### src/rtl/uart_pattern_tx_pkg.sv
// uart_pattern_tx_pkg
//   Shared definitions for the UART pattern transmitter and the IO-decode
//   trigger's UART receiver: FSM state type, slot count default, the 8x
//   oversample constant and the baud accumulator increment width.
//   Optional macro UART_PATTERN_TX_GAP_EN enables the inter-byte GAP state.
package uart_pattern_tx_pkg;

  localparam int unsigned NBYTES_DEF = 8;
  localparam int unsigned OVERSAMPLE = 8;
  localparam int unsigned OS_W       = $clog2(OVERSAMPLE);
  localparam int unsigned UART_INC_W = 16;

  typedef enum logic [2:0] {
    ST_IDLE   = 3'd0,
    ST_START  = 3'd1,
    ST_DATA   = 3'd2,
    ST_PARITY = 3'd3,
    ST_STOP1  = 3'd4,
    ST_STOP2  = 3'd5,
    ST_NEXT   = 3'd6,
    ST_GAP    = 3'd7
  } tx_state_e;

  // Even parity: bit that makes the total count of ones even.
  function automatic logic tx_parity(input logic [7:0] b, input logic even);
    return even ? (^b) : ~(^b);
  endfunction

endpackage

### src/rtl/uart_pattern_tx_if.sv
// uart_pattern_tx_if
//   Control handshake between the register block and uart_pattern_tx.
//   start/abort : single-cycle requests (master -> slave)
//   busy        : pattern in progress
//   byte_sent   : one-cycle pulse after each byte's final stop bit
//   done        : one-cycle pulse on normal pattern completion
interface uart_pattern_tx_if;
  logic start;
  logic abort;
  logic busy;
  logic byte_sent;
  logic done;

  modport master (output start, output abort,
                  input  busy, input byte_sent, input done);
  modport slave  (input  start, input abort,
                  output busy, output byte_sent, output done);
endinterface

### src/rtl/uart_pattern_tx_baud_tick.sv
// uart_baud_tick
//   Fractional baud accumulator producing one oversample tick per carry.
//   clk      : system clock
//   reset_i  : synchronous active-low reset
//   clr      : synchronous phase clear
//   baud_inc : accumulator increment (0 = no ticks)
//   tick     : carry bit of the accumulator
module uart_baud_tick
  import uart_pattern_tx_pkg::*;
#(
  parameter int unsigned INC_W = UART_INC_W
) (
  input  logic             clk,
  input  logic             reset_i,
  input  logic             clr,
  input  logic [INC_W-1:0] baud_inc,
  output logic             tick
);

  logic [INC_W:0] acc;

  always_ff @(posedge clk) begin
    if (!reset_i) begin
      acc <= '0;
    end else if (clr) begin
      // Phase is cleared but this cycle's increment still lands, so the
      // first bit after a start lasts exactly OVERSAMPLE ticks.
      acc <= {1'b0, baud_inc};
    end else begin
      acc <= {1'b0, acc[INC_W-1:0]} + {1'b0, baud_inc};
    end
  end

  assign tick = acc[INC_W];

endmodule

### src/rtl/uart_pattern_tx.sv
// uart_pattern_tx
//   Register-programmed UART transmitter sending the masked subset of up to
//   NBYTES pattern bytes (lowest slot first) on txd.
//   clk, reset_i       : clock, synchronous active-low reset
//   baud_inc           : baud accumulator increment (8 ticks per bit)
//   tx_data, byte_mask : pattern bytes (byte 0 = [7:0]) and slot enables
//   parity_en/_even    : optional parity bit, even or odd
//   two_stopbits       : two stop bits instead of one
//   ctl (slave)        : start/abort requests, busy/byte_sent/done status
//   txd                : serial output, idle high
//   gap_bits           : idle bit periods between bytes, only when
//                        UART_PATTERN_TX_GAP_EN is defined
module uart_pattern_tx
  import uart_pattern_tx_pkg::*;
#(
  parameter int unsigned NBYTES = NBYTES_DEF,
  parameter int unsigned INC_W  = UART_INC_W
) (
  input  logic                clk,
  input  logic                reset_i,
  input  logic [INC_W-1:0]    baud_inc,
  input  logic [8*NBYTES-1:0] tx_data,
  input  logic [NBYTES-1:0]   byte_mask,
  input  logic                parity_en,
  input  logic                parity_even,
  input  logic                two_stopbits,
`ifdef UART_PATTERN_TX_GAP_EN
  input  logic [3:0]          gap_bits,
`endif
  uart_pattern_tx_if.slave    ctl,
  output logic                txd
);

  localparam int unsigned IDX_W = (NBYTES > 1) ? $clog2(NBYTES) : 1;

  tx_state_e           state;
  logic                tick;
  logic                bit_end;
  logic                start_ok;
  logic [OS_W-1:0]     tick_cnt;
  logic [2:0]          bit_cnt;
  logic [7:0]          shreg;
  logic                par_q;
  logic [NBYTES-1:0]   pend_q;
  logic [8*NBYTES-1:0] data_q;
  logic                pen_q, peven_q, two_q;
  logic                txd_q, busy_q, bs_q, done_q;
`ifdef UART_PATTERN_TX_GAP_EN
  logic [3:0]          gap_q, gap_cnt;
`endif

  logic [NBYTES-1:0]   mask_src, sel_oh;
  logic [8*NBYTES-1:0] data_src;
  logic [IDX_W-1:0]    sel_idx;
  logic                sel_found, even_src, sel_par;
  logic [7:0]          sel_byte;

  assign start_ok = (state == ST_IDLE) && ctl.start && !ctl.abort;
  assign bit_end  = tick && (tick_cnt == OS_W'(OVERSAMPLE - 1));

  uart_baud_tick #(.INC_W(INC_W)) u_tick (
    .clk      (clk),
    .reset_i  (reset_i),
    .clr      (start_ok),
    .baud_inc (baud_inc),
    .tick     (tick)
  );

  // One scanner serves both the first byte (live inputs, in IDLE) and every
  // following byte (latched copies, in NEXT); pend_q holds unsent slots.
  always_comb begin
    mask_src  = (state == ST_IDLE) ? byte_mask   : pend_q;
    data_src  = (state == ST_IDLE) ? tx_data     : data_q;
    even_src  = (state == ST_IDLE) ? parity_even : peven_q;
    sel_found = 1'b0;
    sel_idx   = '0;
    sel_oh    = '0;
    for (int unsigned i = NBYTES; i > 0; i--) begin
      if (mask_src[i-1]) begin
        sel_found   = 1'b1;
        sel_idx     = IDX_W'(i - 1);
        sel_oh      = '0;
        sel_oh[i-1] = 1'b1;
      end
    end
    sel_byte = data_src[{sel_idx, 3'b000} +: 8];
    sel_par  = tx_parity(sel_byte, even_src);
  end

  always_ff @(posedge clk) begin
    if (!reset_i) begin
      state    <= ST_IDLE;
      tick_cnt <= '0;
      bit_cnt  <= '0;
      shreg    <= '0;
      par_q    <= 1'b0;
      pend_q   <= '0;
      data_q   <= '0;
      pen_q    <= 1'b0;
      peven_q  <= 1'b0;
      two_q    <= 1'b0;
      txd_q    <= 1'b1;
      busy_q   <= 1'b0;
      bs_q     <= 1'b0;
      done_q   <= 1'b0;
`ifdef UART_PATTERN_TX_GAP_EN
      gap_q    <= '0;
      gap_cnt  <= '0;
`endif
    end else begin
      bs_q   <= 1'b0;
      done_q <= 1'b0;
      // Wraps to zero on each bit_end, so every bit restarts its own count.
      if (tick) tick_cnt <= tick_cnt + 1'b1;

      if (ctl.abort && state != ST_IDLE) begin
        state  <= ST_IDLE;
        txd_q  <= 1'b1;
        busy_q <= 1'b0;
      end else begin
        case (state)
          ST_IDLE: begin
            if (start_ok) begin
              if (sel_found) begin
                data_q   <= tx_data;
                pen_q    <= parity_en;
                peven_q  <= parity_even;
                two_q    <= two_stopbits;
`ifdef UART_PATTERN_TX_GAP_EN
                gap_q    <= gap_bits;
`endif
                pend_q   <= byte_mask & ~sel_oh;
                shreg    <= sel_byte;
                par_q    <= sel_par;
                tick_cnt <= '0;
                state    <= ST_START;
                txd_q    <= 1'b0;
                busy_q   <= 1'b1;
              end else begin
                done_q <= 1'b1;
              end
            end
          end
          ST_START: begin
            if (bit_end) begin
              state   <= ST_DATA;
              txd_q   <= shreg[0];
              bit_cnt <= '0;
            end
          end
          ST_DATA: begin
            if (bit_end) begin
              if (bit_cnt == 3'd7) begin
                state <= pen_q ? ST_PARITY : ST_STOP1;
                txd_q <= pen_q ? par_q : 1'b1;
              end else begin
                bit_cnt <= bit_cnt + 1'b1;
                shreg   <= shreg >> 1;
                txd_q   <= shreg[1];
              end
            end
          end
          ST_PARITY: begin
            if (bit_end) begin
              state <= ST_STOP1;
              txd_q <= 1'b1;
            end
          end
          ST_STOP1: begin
            if (bit_end) begin
              state <= two_q ? ST_STOP2 : ST_NEXT;
              bs_q  <= !two_q;
            end
          end
          ST_STOP2: begin
            if (bit_end) begin
              state <= ST_NEXT;
              bs_q  <= 1'b1;
            end
          end
          ST_NEXT: begin
            tick_cnt <= '0;
            if (sel_found) begin
              pend_q <= pend_q & ~sel_oh;
              shreg  <= sel_byte;
              par_q  <= sel_par;
`ifdef UART_PATTERN_TX_GAP_EN
              if (gap_q != 4'd0) begin
                state   <= ST_GAP;
                gap_cnt <= '0;
              end else begin
                state <= ST_START;
                txd_q <= 1'b0;
              end
`else
              state <= ST_START;
              txd_q <= 1'b0;
`endif
            end else begin
              state  <= ST_IDLE;
              busy_q <= 1'b0;
              done_q <= 1'b1;
            end
          end
`ifdef UART_PATTERN_TX_GAP_EN
          ST_GAP: begin
            if (bit_end) begin
              if (gap_cnt == gap_q - 4'd1) begin
                state <= ST_START;
                txd_q <= 1'b0;
              end else begin
                gap_cnt <= gap_cnt + 4'd1;
              end
            end
          end
`endif
          default: begin
            state  <= ST_IDLE;
            txd_q  <= 1'b1;
            busy_q <= 1'b0;
          end
        endcase
      end
    end
  end

  assign txd           = txd_q;
  assign ctl.busy      = busy_q;
  assign ctl.byte_sent = bs_q;
  assign ctl.done      = done_q;

endmodule

### src/flat_wrapper.sv
// flat-port wrapper written by rule: the top's interface ports become plain ports
module uart_pattern_tx_flat import uart_pattern_tx_pkg::*;
#(
  parameter int unsigned NBYTES = NBYTES_DEF,
  parameter int unsigned INC_W  = UART_INC_W
)
  (clk, reset_i, baud_inc, tx_data, byte_mask, parity_en, parity_even, two_stopbits, txd, ctl_start, ctl_abort, ctl_busy, ctl_byte_sent, ctl_done);
  uart_pattern_tx_if ctl_i ();
  input  logic clk;
  input  logic reset_i;
  input  logic [INC_W-1:0] baud_inc;
  input  logic [8*NBYTES-1:0] tx_data;
  input  logic [NBYTES-1:0] byte_mask;
  input  logic parity_en;
  input  logic parity_even;
  input  logic two_stopbits;
  output logic txd;
  input wire logic [$bits(ctl_i.start)-1:0] ctl_start;
  input wire logic [$bits(ctl_i.abort)-1:0] ctl_abort;
  output wire logic [$bits(ctl_i.busy)-1:0] ctl_busy;
  output wire logic [$bits(ctl_i.byte_sent)-1:0] ctl_byte_sent;
  output wire logic [$bits(ctl_i.done)-1:0] ctl_done;
  assign ctl_i.start = ctl_start;
  assign ctl_i.abort = ctl_abort;
  assign ctl_busy = ctl_i.busy;
  assign ctl_byte_sent = ctl_i.byte_sent;
  assign ctl_done = ctl_i.done;
  uart_pattern_tx #(.NBYTES(NBYTES), .INC_W(INC_W)) u_core (.clk(clk), .reset_i(reset_i), .baud_inc(baud_inc), .tx_data(tx_data), .byte_mask(byte_mask), .parity_en(parity_en), .parity_even(parity_even), .two_stopbits(two_stopbits), .ctl(ctl_i), .txd(txd));
endmodule
### config.mk
export PLATFORM = sky130hd
export DESIGN_NAME = uart_pattern_tx_flat
export DESIGN_NICKNAME = d
export VERILOG_FILES = /design/src/rtl/uart_pattern_tx_pkg.sv /design/src/rtl/uart_pattern_tx_if.sv /design/src/rtl/uart_pattern_tx_baud_tick.sv /design/src/rtl/uart_pattern_tx.sv /design/src/flat_wrapper.sv
export SDC_FILE = /design/constraint.sdc
export NUM_CORES = 1
export LEC_CHECK = 0
export BUFFER_PORTS_ARGS = -buffer_cell sky130_fd_sc_hd__buf_2
export CAP_MARGIN = 20
export CORE_UTILIZATION = 45
export DETAILED_ROUTE_END_ITERATION = 12
export GPL_TIMING_DRIVEN = 0
export PLACE_DENSITY_LB_ADDON = 0.1
export SETUP_SLACK_MARGIN = 0.2
export SLEW_MARGIN = 40
export SYNTH_ARGS = -nofsm -noshare
export SYNTH_HDL_FRONTEND = slang
export SYNTH_SLANG_ARGS = --single-unit
### constraint.sdc
create_clock -name clk -period 4.75 [get_ports clk]
set_input_delay 1.425 -clock clk [delete_from_list [all_inputs] [get_ports clk]]
set_output_delay 1.425 -clock clk [all_outputs]
set_load 0.05 [all_outputs]
### Yosys cells after proc, flatten, opt, wreduce, memory -nomap -nowiden

Index checks and enable logic that the tools add are counted.

| word-level totals | value |
|---|---|
| bits in registers | 114 |
| input port bits | 95 |
| word-level logic and storage cells | 151 |

| cells by class | value |
|---|---|
| shifts and indexed selects | 1 |
| add/sub/neg operators | 3 |
| equality and inequality tests | 19 |
| multiplexer cells | 80 |
| bitwise gates (word level) | 8 |
| reductions and logical operators | 24 |

Operator list:

| operator | number |
|---|---|
| 8-bit 2-to-1 mux | 16 |
| 3-bit 2-to-1 mux | 24 |
| 64-bit 2-to-1 mux | 1 |
| 64-bit by 7-bit variable part select with 8-bit output | 1 |
| 1-bit 2-to-1 mux | 27 |
| 8-bit one-hot mux with 3 select lines | 1 |
| 3-bit one-hot mux with 7 select lines | 1 |
| 5-bit AND reduction | 4 |
| 2-bit by 1-bit != test with 1-bit output (second input constant) | 9 |
| 16-bit by 16-bit adder with 17-bit output | 1 |
| 8-bit AND | 2 |
| 16-bit 2-to-1 mux | 1 |
| 8-bit one-hot mux with 2 select lines | 1 |
| 3-bit equality test (second input constant) | 5 |
| 3-bit one-hot mux with 2 select lines | 2 |
| 8-bit inverter | 1 |
| 4-bit AND reduction | 2 |
| 8-bit AND reduction | 1 |
| 8-bit XOR reduction | 1 |
| 3-bit by 1-bit adder with 3-bit output (second input constant) | 2 |
| 3-bit by 2-bit equality test with 1-bit output (second input constant) | 2 |
| 1-bit one-hot mux with 2 select lines | 3 |
| 1-bit one-hot mux with 6 select lines | 1 |
| 3-bit nonzero test | 2 |
| 12 further kinds | 24 |

### Longest topological paths before layout

Gate-level depths: netlist (run 1).

| logic depth | value |
|---|---|
| word-level depth | 17 |
| depth in mapped cells | 14 |
| gate-level depth less buffers | 14 |

### By module

A second synthesis (run 1) with hierarchy kept.

| unflattened totals | value |
|---|---|
| cell total of the unflattened synthesis | 875 |
| area total of the unflattened synthesis | 6864.1 um^2 |

By module, submodules not included:

| module | cells an instance | area an instance (um^2) | instances | sequential area each (um^2) |
|---|---|---|---|---|
| uart_pattern_tx | 704 | 5447.7 | 1 | 1941.9 |
| uart_baud_tick | 171 | 1416.4 | 1 | 340.3 |

### Worst setup path after synthesis (run 1)

No wires, ideal clock.

| path | value |
|---|---|
| path type | input to register |
| from | in byte_mask[3] |
| to | reg u_core.par_q |
| cell stages on the path | 11 |
| arrival | 3.992 ns |
| path slack | 0.679 ns |
| setup time | 0.079 ns |
| buffers on the path | 0 |
| path through | nor2b_1 > or2_2 > or3_4 > nand2_1 > a2111oi_0 > a31o_1 > a311oi_2 > xor2_1 > xnor3_1 > xnor3_1 > a211oi_2 |

| between the ends | value |
|---|---|
| cells in the longest elaborated chain, start to end | 12 |

RTL lines:

| item | RTL line | text |
|---|---|---|
| start, declared | flat_wrapper.sv:13 | `input logic [NBYTES-1:0] byte_mask;` |
| 8-bit 2-to-1 mux (*) | uart_pattern_tx.sv:72 | `mask_src = (state == ST_IDLE) ? byte_mask : pend_q;` |
| 3-bit 2-to-1 mux (4 in a row) | uart_pattern_tx.sv:79 | `if (mask_src[i-1]) begin` |
| 64-bit by 7-bit variable part select with 8-bit output | uart_pattern_tx.sv:86 | `sel_byte = data_src[{sel_idx, 3'b000} +: 8];` |
| 8-bit XOR reduction | uart_pattern_tx_pkg.sv:26 | `return even ? (^b) : ~(^b);` |
| 1-bit inverter | uart_pattern_tx_pkg.sv:26 |  |
| 1-bit 2-to-1 mux | uart_pattern_tx_pkg.sv:26 |  |
| 1-bit 2-to-1 mux (*) | uart_pattern_tx.sv:124, uart_pattern_tx.sv:183 |  |
| 1-bit 2-to-1 mux | uart_pattern_tx.sv:123 | `if (start_ok) begin` |
| 1-bit one-hot mux with 2 select lines (*) | uart_pattern_tx.sv:121 | `case (state)` |
| end signal, assigned | uart_pattern_tx.sv:134 | `par_q <= sel_par;` |
| end signal, assigned | uart_pattern_tx.sv:186 | `par_q <= sel_par;` |
| end, declared | uart_pattern_tx.sv:43 | `logic par_q;` |

Mark *: on every way between the ends. The rest lies on a longest branch, timed or not. The select of a mux whose other input is x is not followed.
A chain may end at the register's enable or synchronous reset.

### Worst setup path in the final report (run 1)

Ends and elaborated chain as after synthesis.

==> qor.yml, run 1 <==
cts_buffer_depth: 2
finalSetupTns_ns: 0
initial_utilization_pct: 46.9
grt_usage_pct: 28.5
dp_cells: 1137
crit_fanout: 10
grt_pass1_wl_mm: 32.4
crit_required_ns: 5.10
drive_gt1_share_pct: 18.6
cts.htree.levels: 4
cts.sink_count: 114
ios: 99
synthArstFlopShare_pct: 0
grt_antenna_before_repair: 0
first_global_vias: 6116
vias: 6653
numPortBuffers: 98
p_leak_nw: 3.18
areaGrowthSynthToFinish_pct: 19.9
ys_seq_elements: 114
max_freq_mhz: 234
drt_wl_total_mm: 20.7
synth_cells: 859
chipHeight_um: 123
nFillCells: 1353
status: "complete, no violations"
cp-end-kind: "register"
fin_crit_ns: 4.27
gp_congestion: 0.922
globalRouteOverflowTotal: 0
startpoint_type: "input pin"
yosysWarnings: 0
arrival_ns: 4.62
maxCapViolations: 0
worstPathCellList: "buf_2 -> nor2b_1 -> or2_2 -> or3_4 -> nand3_2 -> buf_2 -> mux4_2 -> mux2i_1 -> a21oi_1 -> xnor2_1 -> xnor3_1 -> a211oi_2"
power_mw: 3.33
yosysTopAreaCellShare_pct: 34.5
final_nets: 1092
drtIter0Drc: 587
clock-root-buffer: "clkbuf_16"
dr.pass1.iters: 5
path_class: "input pin to register"
cp_slowest_stage_delay_ns: 0.37
die_width_um: 123
fin_skew_ns: 0.00858
fp.dieArea_um2: 15200
cts_made_buffers: 17
clkLatencyLatePin_ns: 0.43
rows: 43
wl_per_cell_um: 17.7
insertedDiodeCount: 0
post_drt_via_cell_ratio: 5.69
grt_max_degree: 17
ys_top_cells_by_area: "dfxtp_1 35%, nand2_1 12%, a21oi_1 9.2%, mux4_2 5.5%, nor2_1 3.9%"
drv_slew: 0
ys_seq_area_share_pct: 34.5
ys_types: 72
power.density_nw_per_um2: 420
cts.repair.resized: 0
finalSetupViolations: 0
cp_common_cell: "buf_2"
maxSlewHeadroom_pct: 48.6
cts_tree: "yes"
dominantRegCellSynth: "dfxtp_1"
cp_slowest_cell: "mux4_2"
hold_path_depth: 2
tightest_slew_ns: 0.771
path_depth: 12
synth_area_per_cell_um2: 7.70
core_region_area_um2: 14100
synth_edf_count: 0
critPathBufInv: 2
cts-hold-fix-buffers: 0
cts_setup_buffers: 0
rsz0062_at_grt: "no"
rr_worst_depth: 11
synth_largest_area_cell: "dfxtp_1"
fin_crit_sh_pct: 90.0
min_path_type: "register to register"
ant_nets: 0
critPathTopFamily: "simple AND/OR/NAND/NOR gates"
dp_hpwl_mm: 15.1
syn-num-nets: 975
finalNonFillerCells: 1169
synth_area_um2: 6610
drc_errors: 0
hold_viol_final: 0
ir_drop_uv: 307
path_clk_slew_ns: 0.06
==> placed cells by master (no fill, tap or decap), drive strengths merged, types with 8 or more instances in the layout <==
cell type  Yosys  layout
buf           17     115
inv           16      16
xnor2         13      13
a31oi          9       9
nand2        219     219
nand3         14      14
a22oi          9       9
a21oi        123     123
o22ai          9       9
mux4          16      16
dfxtp        114     114
o21ai         33      33
clkbuf        33      56
mux2i         14      14
nand2b         8       8
nor2          72      72
nor3          22      22
ha            20      20
==> area by class of cell <==
cell class                 count  area [um^2]  area share, %
clock inverter                 9          104           1.31
clock buffer                  23          488           6.16
buffer                        50          219           2.76
multi-input combinational    679         4060           51.2
sequential                   114         2280           28.8
tap                          180          225           2.84
inverter                      16         60.1          0.758
timing repair buffer          98          490           6.19
==> Yosys cell counts, drive strengths merged (13+ instances only) <==
cell type / instances
nand2: 219
nor3: 22
nor2: 72
mux4: 16
nand3: 14
a21oi: 123
clkbuf: 33
xnor2: 13
o21ai: 33
mux2i: 14
inv: 16
buf: 17
ha: 20
dfxtp: 114
==> kinds of logic (layout without fill, tap and decap cells) <==
kind of cell             after synthesis  after routing  share of synthesized area, %
AND/OR/NAND/NOR                      366            366                          23.8
AO/OA/AOI/OAI                        242            242                          22.8
flip-flops                           114            114                          34.5
buffers and inverters                 66            196                          4.20
multiplexers                          30             30                          7.57
adder cells (fa/ha/maj)               21             21                          4.09
XOR/XNOR                              20             20                          3.07
==> flip-flops by register name (all words and copies together) (netlist names) <==
name and flops:
u_core.bit_cnt 3, u_core.ctl.busy 1, u_core.ctl.byte_sent 1, u_core.ctl.done 1, u_core.data_q 64, u_core.par_q 1
u_core.pen_q 1, u_core.pend_q 8, u_core.peven_q 1, u_core.shreg 8, u_core.state 3, u_core.tick_cnt 3
u_core.two_q 1, u_core.txd 1, u_core.u_tick.acc 17
==> tightest hold or removal path, delay by kind of cell, from the launching register on <==
| kind | cells | cell delay [ns] |
|---|---|---|
| DFF | 1 | 0.30 |
| AOI/OAI and AO/OA | 1 | 0.05 |
| and+or+nand+nor | 1 | 0.05 |
==> stage by stage <==
step	util, %	worst slack (ns)	hold slack, ns	instance area [um^2]
5_1_grt	56.2	0.396	0.465	7920
3_3_place_gp	52.0	0.145	0.441	7330
2_1_floorplan	-	0.679	0.429	6610
4_1_cts	56.2	0.542	0.454	7920
3_5_place_dp	52.0	0.108	0.446	7330
6_report	56.2	0.476	0.453	7920
==> report_power, final <==
part	leakage [nW]	total (mW)	switching [mW]	internal, mW
registers	0.933	1.09	0.0449	1.04
clock network	0.289	1.29	0.470	0.824
logic	1.96	0.949	0.538	0.410
total	3.18	3.33	1.05	2.28
==> path summary, 6_finish.rpt <==
check | startpoint | to | slack (ns)
setup / recovery | byte_mask[3] | u_core.par_q$_SDFFE_PN0P_ | 0.48
hold / removal | u_core.data_q[53]$_SDFFE_PN0P_ | u_core.data_q[53]$_SDFFE_PN0P_ | 0.45
setup reg to reg | u_core.state[2]$_SDFFE_PP0P_ | u_core.data_q[44]$_SDFFE_PN0P_ | 0.62
hold reg to reg | u_core.data_q[53]$_SDFFE_PN0P_ | u_core.data_q[53]$_SDFFE_PN0P_ | 0.45
==> layer usage <==
metal | vias to the layer above | GRT usage (%) | part of all wire, %
li1 | 3273 | - | -
met1 | 3080 | 39.8 | 46
met2 | 266 | 43.2 | 44
met3 | 34 | 5.77 | 8.2
met4 | 0 | 10.5 | 1.9
met5 | - | 0 | 0
Power figures use the tool's default switching activity.
==> run 2: changes to the inputs <==
Settings changed: GPL_TIMING_DRIVEN 0 to not set.
==> run 2 against run 1 <==
Net effect: sequential cell count did not move; clock skew rose by 0.0013 ns; setup slack improved by 0.19 ns; largest cell class unchanged; largest power group unchanged.
==> qor.yml, run 2 (synthesis results as in run 1) <==
clkLatencyLatePin_ns: 0.42  # was 0.43 ns
rsz0062_at_grt: "no"  # unchanged
fin_skew_ns: 0.00983  # was 0.00858 ns
tightest_slew_ns: 0.810  # was 0.771 ns
initial_utilization_pct: 46.9  # unchanged
final_nets: 1056  # was 1092
startpoint_type: "input pin"  # unchanged
finalSetupViolations: 0  # unchanged
core_region_area_um2: 14100  # unchanged
cts.htree.levels: 4  # unchanged
grt_max_degree: 57  # was 17
p_sw_share_pct: 29.8  # was 31.6%
chipHeight_um: 123  # unchanged
wl_per_cell_um: 16.8  # was 17.7 um
cts_buffer_depth: 2  # unchanged
nFillCells: 1315  # was 1353
ir_drop_uv: 310  # was 307 uV
cp-end-kind: "register"  # unchanged
insertedDiodeCount: 0  # unchanged
hold_viol_final: 0  # unchanged
seq_area_um2: 2280  # unchanged
clock-root-buffer: "clkbuf_16"  # unchanged
post_drt_via_cell_ratio: 5.78  # was 5.69
cts_tree: "yes"  # unchanged
p_leak_nw: 3.18  # about the same
cts-hold-fix-buffers: 0  # unchanged
cts.sink_count: 114  # unchanged
dp_cells: 1101  # was 1137
crit_required_ns: 5.09  # was 5.10 ns
switching_power_mw: 1.01  # was 1.05 mW
seq_power_share_pct: 32.3  # was 32.7%
grt_antenna_before_repair: 0  # unchanged
arrival_ns: 4.42  # was 4.62 ns
cts_made_buffers: 17  # unchanged
finish.instance_area_um2: 7880  # was 7920 um^2
most-common-layout-cells: "219 x nand2_1, 122 x a21oi_1, 114 x dfxtp_1"  # unchanged
cts.repair.resized: 0  # unchanged
grt_usage_pct: 26.2  # was 28.5%
layout_commonest_cell: "nand2_1"  # unchanged
first_global_vias: 6147  # was 6116
maxCapViolations: 0  # unchanged
min_path_type: "register to register"  # unchanged
globalRouteOverflowTotal: 0  # unchanged
fin_crit_ns: 4.08  # was 4.27 ns
path_clk_slew_ns: 0.06  # about the same
drive_gt1_share_pct: 19.8  # was 18.6%
drt_wl_total_mm: 19.0  # was 20.7 mm
drtIter0Drc: 560  # was 587
largest_reg_flops: 64  # unchanged
multiInputGateArea_um2: 4070  # was 4060 um^2
maxSlewHeadroom_pct: 46.0  # was 48.6%
final_util_pct: 55.9  # was 56.2%
power.density_nw_per_um2: 430  # was 420 nW/um^2
drv_slew: 0  # unchanged
ant_nets: 0  # unchanged
drc_errors: 0  # unchanged
areaGrowthSynthToFinish_pct: 19.2  # was 19.9%
fp.dieArea_um2: 15200  # unchanged
reg_top3: "u_core.data_q x64, u_core.u_tick.acc x17"  # unchanged
rows: 43  # unchanged
grt_pass1_wl_mm: 30.7  # was 32.4 mm
numPortBuffers: 98  # unchanged
comb_power_share_pct: 27.0  # was 28.5%
path_class: "input pin to register"  # unchanged
vias: 6547  # was 6653
crit_fanout: 7  # was 10
dp_hpwl_mm: 13.6  # was 15.1 mm
finalNonFillerCells: 1133  # was 1169
p_clk_share_pct: 40.7  # was 38.8%
finalSetupTns_ns: 0  # unchanged
gp_congestion: 0.917  # was 0.922
cts_setup_buffers: 0  # unchanged
status: "complete, no violations"  # unchanged
fin_crit_sh_pct: 86.0  # was 90.0%
dr.pass1.iters: 5  # unchanged
die_width_um: 123  # unchanged
ios: 99  # unchanged
max_freq_mhz: 245  # was 234 MHz
regMostFlops: "u_core.data_q"  # unchanged
p_int_mw: 2.38  # was 2.28 mW
dpl-instance-area_um2: 7240  # was 7330 um^2
## run 2: cell count changes in the layout (fill, tap and decap cells not counted), moves of 2 or more
cell        change
buf_1           -3
buf_2          -10
buf_4          +10
bufinv_16       +2
clkbuf_1       -34
clkinvlp_4      -2
## run 2: critical path, cell delays in order
cell and delay, ns:
buf_2 0.12, nor2b_1 0.14, or2_2 0.31, or3_4 0.36, nand2_1 0.22, a2111oi_0 0.15, a31o_1 0.26, a311oi_2 0.28
xor2_1 0.18, xnor3_1 0.39, xnor3_1 0.37, a211oi_2 0.21
## run 2: final timing paths
kind	cells after the start	start	end	slack, ns
worst min-delay path	2	u_core.data_q[3]$_SDFFE_PN0P_	u_core.data_q[3]$_SDFFE_PN0P_	0.45
worst max register to register	12	u_core.state[2]$_SDFFE_PP0P_	u_core.par_q$_SDFFE_PN0P_	0.87
worst max-delay path	12	byte_mask[3]	u_core.par_q$_SDFFE_PN0P_	0.67
worst min register to register	2	u_core.data_q[3]$_SDFFE_PN0P_	u_core.data_q[3]$_SDFFE_PN0P_	0.45
## run 2: cell type report
class	count	area share (%)
clock inverter	10	1.95
tap	180	2.86
timing repair buffer	112	7.72
inverter	16	0.762
sequential	114	29.0
clock buffer	22	6.14
multi-input combinational	679	51.6
## run 2: per-layer routing
layer / part of all wire [%] / vias up / global-route usage, %
met1: 45 / 3102 / 34.7
met4: 1.5 / 0 / 8.43
li1: - / 3194 / -
met5: 0 / - / 0
met2: 46 / 229 / 41.7
met3: 7.4 / 22 / 6.64
## run 2: through the flow
stage | power [mW] | setup slack, ns | hold WS [ns]
final | 3.39 | 0.667 | 0.452
after global routing | 3.56 | 0.598 | 0.475
after CTS | 3.41 | 0.722 | 0.453
after detailed placement | 2.02 | 0.285 | 0.445
after global placement | 2.00 | 0.383 | 0.438
after floorplan | 1.79 | 0.679 | 0.429
## run 2: power groups by stage
| stage | Combinational, mW | Clock (mW) | Sequential (mW) |
|---|---|---|---|
| global placement | 0.888 | 0 | 1.11 |
| CTS | 0.911 | 1.41 | 1.09 |
| floorplan | 0.691 | 0 | 1.10 |
| detailed placement | 0.906 | 0 | 1.11 |
| finish | 0.915 | 1.38 | 1.10 |
| global route | 1.01 | 1.44 | 1.10 |
==> run 3: changes to the inputs <==
Clock period 4.75 ns to 3.75 ns, I/O delays scaled along.
==> run 3 against run 2 <==
Net effect: sequential cell count is the same; setup slack lost 0.44 ns; total power grew 25%; sequential power grew 25%; register-to-register slack lost 0.52 ns; first-iteration DRC count grew 19%; count of clock-buffer cells in the layout shrank 1; wire length grew 6.6%; utilization grew 2.9 points; clock skew grew 0.00070 ns; largest power group unchanged.
==> qor.yml, run 3 (synthesis results as in run 1) <==
ant_nets: 0  # unchanged
regMostFlops: "u_core.data_q"  # unchanged
drc_errors: 0  # unchanged
cts.sink_count: 114  # unchanged
wl_per_cell_um: 17.1  # was 16.8 um
status: "complete, no violations"  # unchanged
dp_hpwl_mm: 14.3  # was 13.6 mm
first_global_vias: 6538  # was 6147
fin_crit_sh_pct: 93.9
rsz0062_at_grt: "yes"  # was no
min_path_type: "register to register"  # unchanged
dr.pass1.iters: 5  # unchanged
cts_made_buffers: 17  # unchanged
dp_cells: 1154  # was 1101
clock-root-buffer: "clkbuf_16"  # unchanged
tightest_slew_ns: 0.776  # was 0.810 ns
gp_congestion: 0.920  # was 0.917
drtIter0Drc: 665  # was 560
final_nets: 1110  # was 1056
vias: 6825  # was 6547
grt_pass1_wl_mm: 32.4  # was 30.7 mm
hold_path_depth: 2  # unchanged
p_leak_nw: 3.43  # was 3.18 nW
seq_area_um2: 2280  # unchanged
r2r_setup_slack_ns: 0.35  # was 0.87 ns
power_mw: 4.25  # was 3.39 mW
grt_antenna_before_repair: 0  # unchanged
areaGrowthSynthToFinish_pct: 25.3  # was 19.2%
arrival_ns: 3.87  # was 4.42 ns
nFillCells: 1322  # was 1315
cp-end-kind: "register"  # unchanged
place_ws_ns: -0.217  # was 0.285 ns
cts.htree.levels: 4  # unchanged
most-common-layout-cells: "218 x nand2_1, 121 x a21oi_1, 114 x dfxtp_1"  # was 219 x nand2_1, 122 x a21oi_1, 114 x dfxtp_1
cts_tree: "yes"  # unchanged
fp.dieArea_um2: 15200  # unchanged
path_clk_slew_ns: 0.05  # was 0.06 ns
cts-hold-fix-buffers: 0  # unchanged
path_class: "input pin to register"  # unchanged
insertedDiodeCount: 0  # unchanged
final_util_pct: 58.8  # was 55.9%
numPortBuffers: 98  # unchanged
crit_required_ns: 4.10  # was 5.09 ns
max_freq_mhz: 284
r2r_end: "u_core.par_q$_SDFFE_PN0P_"  # unchanged
globalRouteOverflowTotal: 0  # unchanged
power.density_nw_per_um2: 513  # was 430 nW/um^2
grt_max_degree: 58  # was 57
cts_buffer_depth: 2  # unchanged
largest_reg_flops: 64  # unchanged
ir_drop_uv: 386  # was 310 uV
multiInputGateArea_um2: 4130  # was 4070 um^2
clkLatencyLatePin_ns: 0.42  # about the same
fin_crit_ns: 3.52
die_width_um: 123  # unchanged
hold_ws_ns: 0.454  # was 0.452 ns
finish.instance_area_um2: 8280  # was 7880 um^2
post_drt_via_cell_ratio: 5.77  # was 5.78
startpoint_type: "input pin"  # unchanged
drive_gt1_share_pct: 24.5  # was 19.8%
layout_commonest_cell: "nand2_1"  # unchanged
timing.final.ws_setup_ns: 0.230  # was 0.667 ns
drv_slew: 0  # unchanged
dpl-instance-area_um2: 7690  # was 7240 um^2
initial_utilization_pct: 46.9  # unchanged
maxCapViolations: 0  # unchanged
chipHeight_um: 123  # unchanged
maxSlewHeadroom_pct: 48.2  # was 46.0%
finalNonFillerCells: 1183  # was 1133
drt_wl_total_mm: 20.3  # was 19.0 mm
fin_skew_ns: 0.0105  # was 0.00983 ns
timing.rr.start: "u_core.pend_q[6]$_SDFFE_PN0P_"  # was u_core.state[2]$_SDFFE_PP0P_
rr_worst_depth: 11  # was 12
hold_path_startpoint: "u_core.data_q[5]$_SDFFE_PN0P_"  # was u_core.data_q[3]$_SDFFE_PN0P_
worstHoldEndpoint: "u_core.data_q[5]$_SDFFE_PN0P_"  # was u_core.data_q[3]$_SDFFE_PN0P_
hold_viol_final: 0  # unchanged
crit_fanout: 3  # was 7
rows: 43  # unchanged
reg_top3: "u_core.data_q x64, u_core.u_tick.acc x17"  # unchanged
core_region_area_um2: 14100  # unchanged
finalSetupViolations: 0  # unchanged
ios: 99  # unchanged
finalSetupTns_ns: 0  # unchanged
grt_usage_pct: 27.9  # was 26.2%
[run 3: cell count changes in the layout (fill, tap and decap cells not counted), sizes merged]
cell and delta:
bufinv -2, nand3 +1, buf +53, clkbuf -1, clkinv -1
[run 3: layout make-up]
type / count / area share, %
clock buffers: 21 / 5.68
clock inverters: 7 / 1.03
inverters: 16 / 0.725
multi-input cells: 680 / 49.9
flip-flops and latches: 114 / 27.5
well taps: 180 / 2.72
repair buffers: 165 / 12.4
[run 3: report_power, final]
| group | switching, mW | internal [mW] | leakage, nW |
|---|---|---|---|
| Clock | 0.559 | 1.01 | 0.280 |
| Combinational | 0.694 | 0.606 | 2.22 |
| Sequential | 0.0582 | 1.32 | 0.933 |
[run 3: worst max-delay path by stage]
stage	start	end	slack [ns]	cells past startpoint
after global placement	byte_mask[3]	u_core.par_q$_SDFFE_PN0P_	-0.20	12
after CTS	byte_mask[3]	u_core.par_q$_SDFFE_PN0P_	0.21	12
after floorplan	byte_mask[3]	u_core.par_q$_SDFFE_PN0P_	0.06	12
after global routing	byte_mask[3]	u_core.par_q$_SDFFE_PN0P_	0.13	13
final	byte_mask[3]	u_core.par_q$_SDFFE_PN0P_	0.23	13
after detailed placement	byte_mask[3]	u_core.par_q$_SDFFE_PN0P_	-0.22	12
[run 3: per-layer routing]
layer	up-vias	part of all wire, %	GRT usage, %
li1	3308	-	-
met1	3195	44	36.6
met2	280	46	43.7
met3	42	7.3	6.46
met4	0	2.5	12.6
met5	-	0	0
[run 3: worst max-delay path, cell delays in order]
cell	delay [ns]
buf_2	0.10
nor2b_4	0.12
or2_4	0.24
or3_4	0.44
buf_4	0.17
nand2_4	0.06
a21oi_1	0.08
a31o_1	0.26
a311oi_2	0.30
xor2_1	0.19
xnor3_1	0.42
xnor3_1	0.20
a211oi_2	0.17
[run 3: timing repair]
item	4_1_cts	5_1_grt
gates resized for setup	0	4
buffers inserted	0	0
setup endpoints to repair	0	3
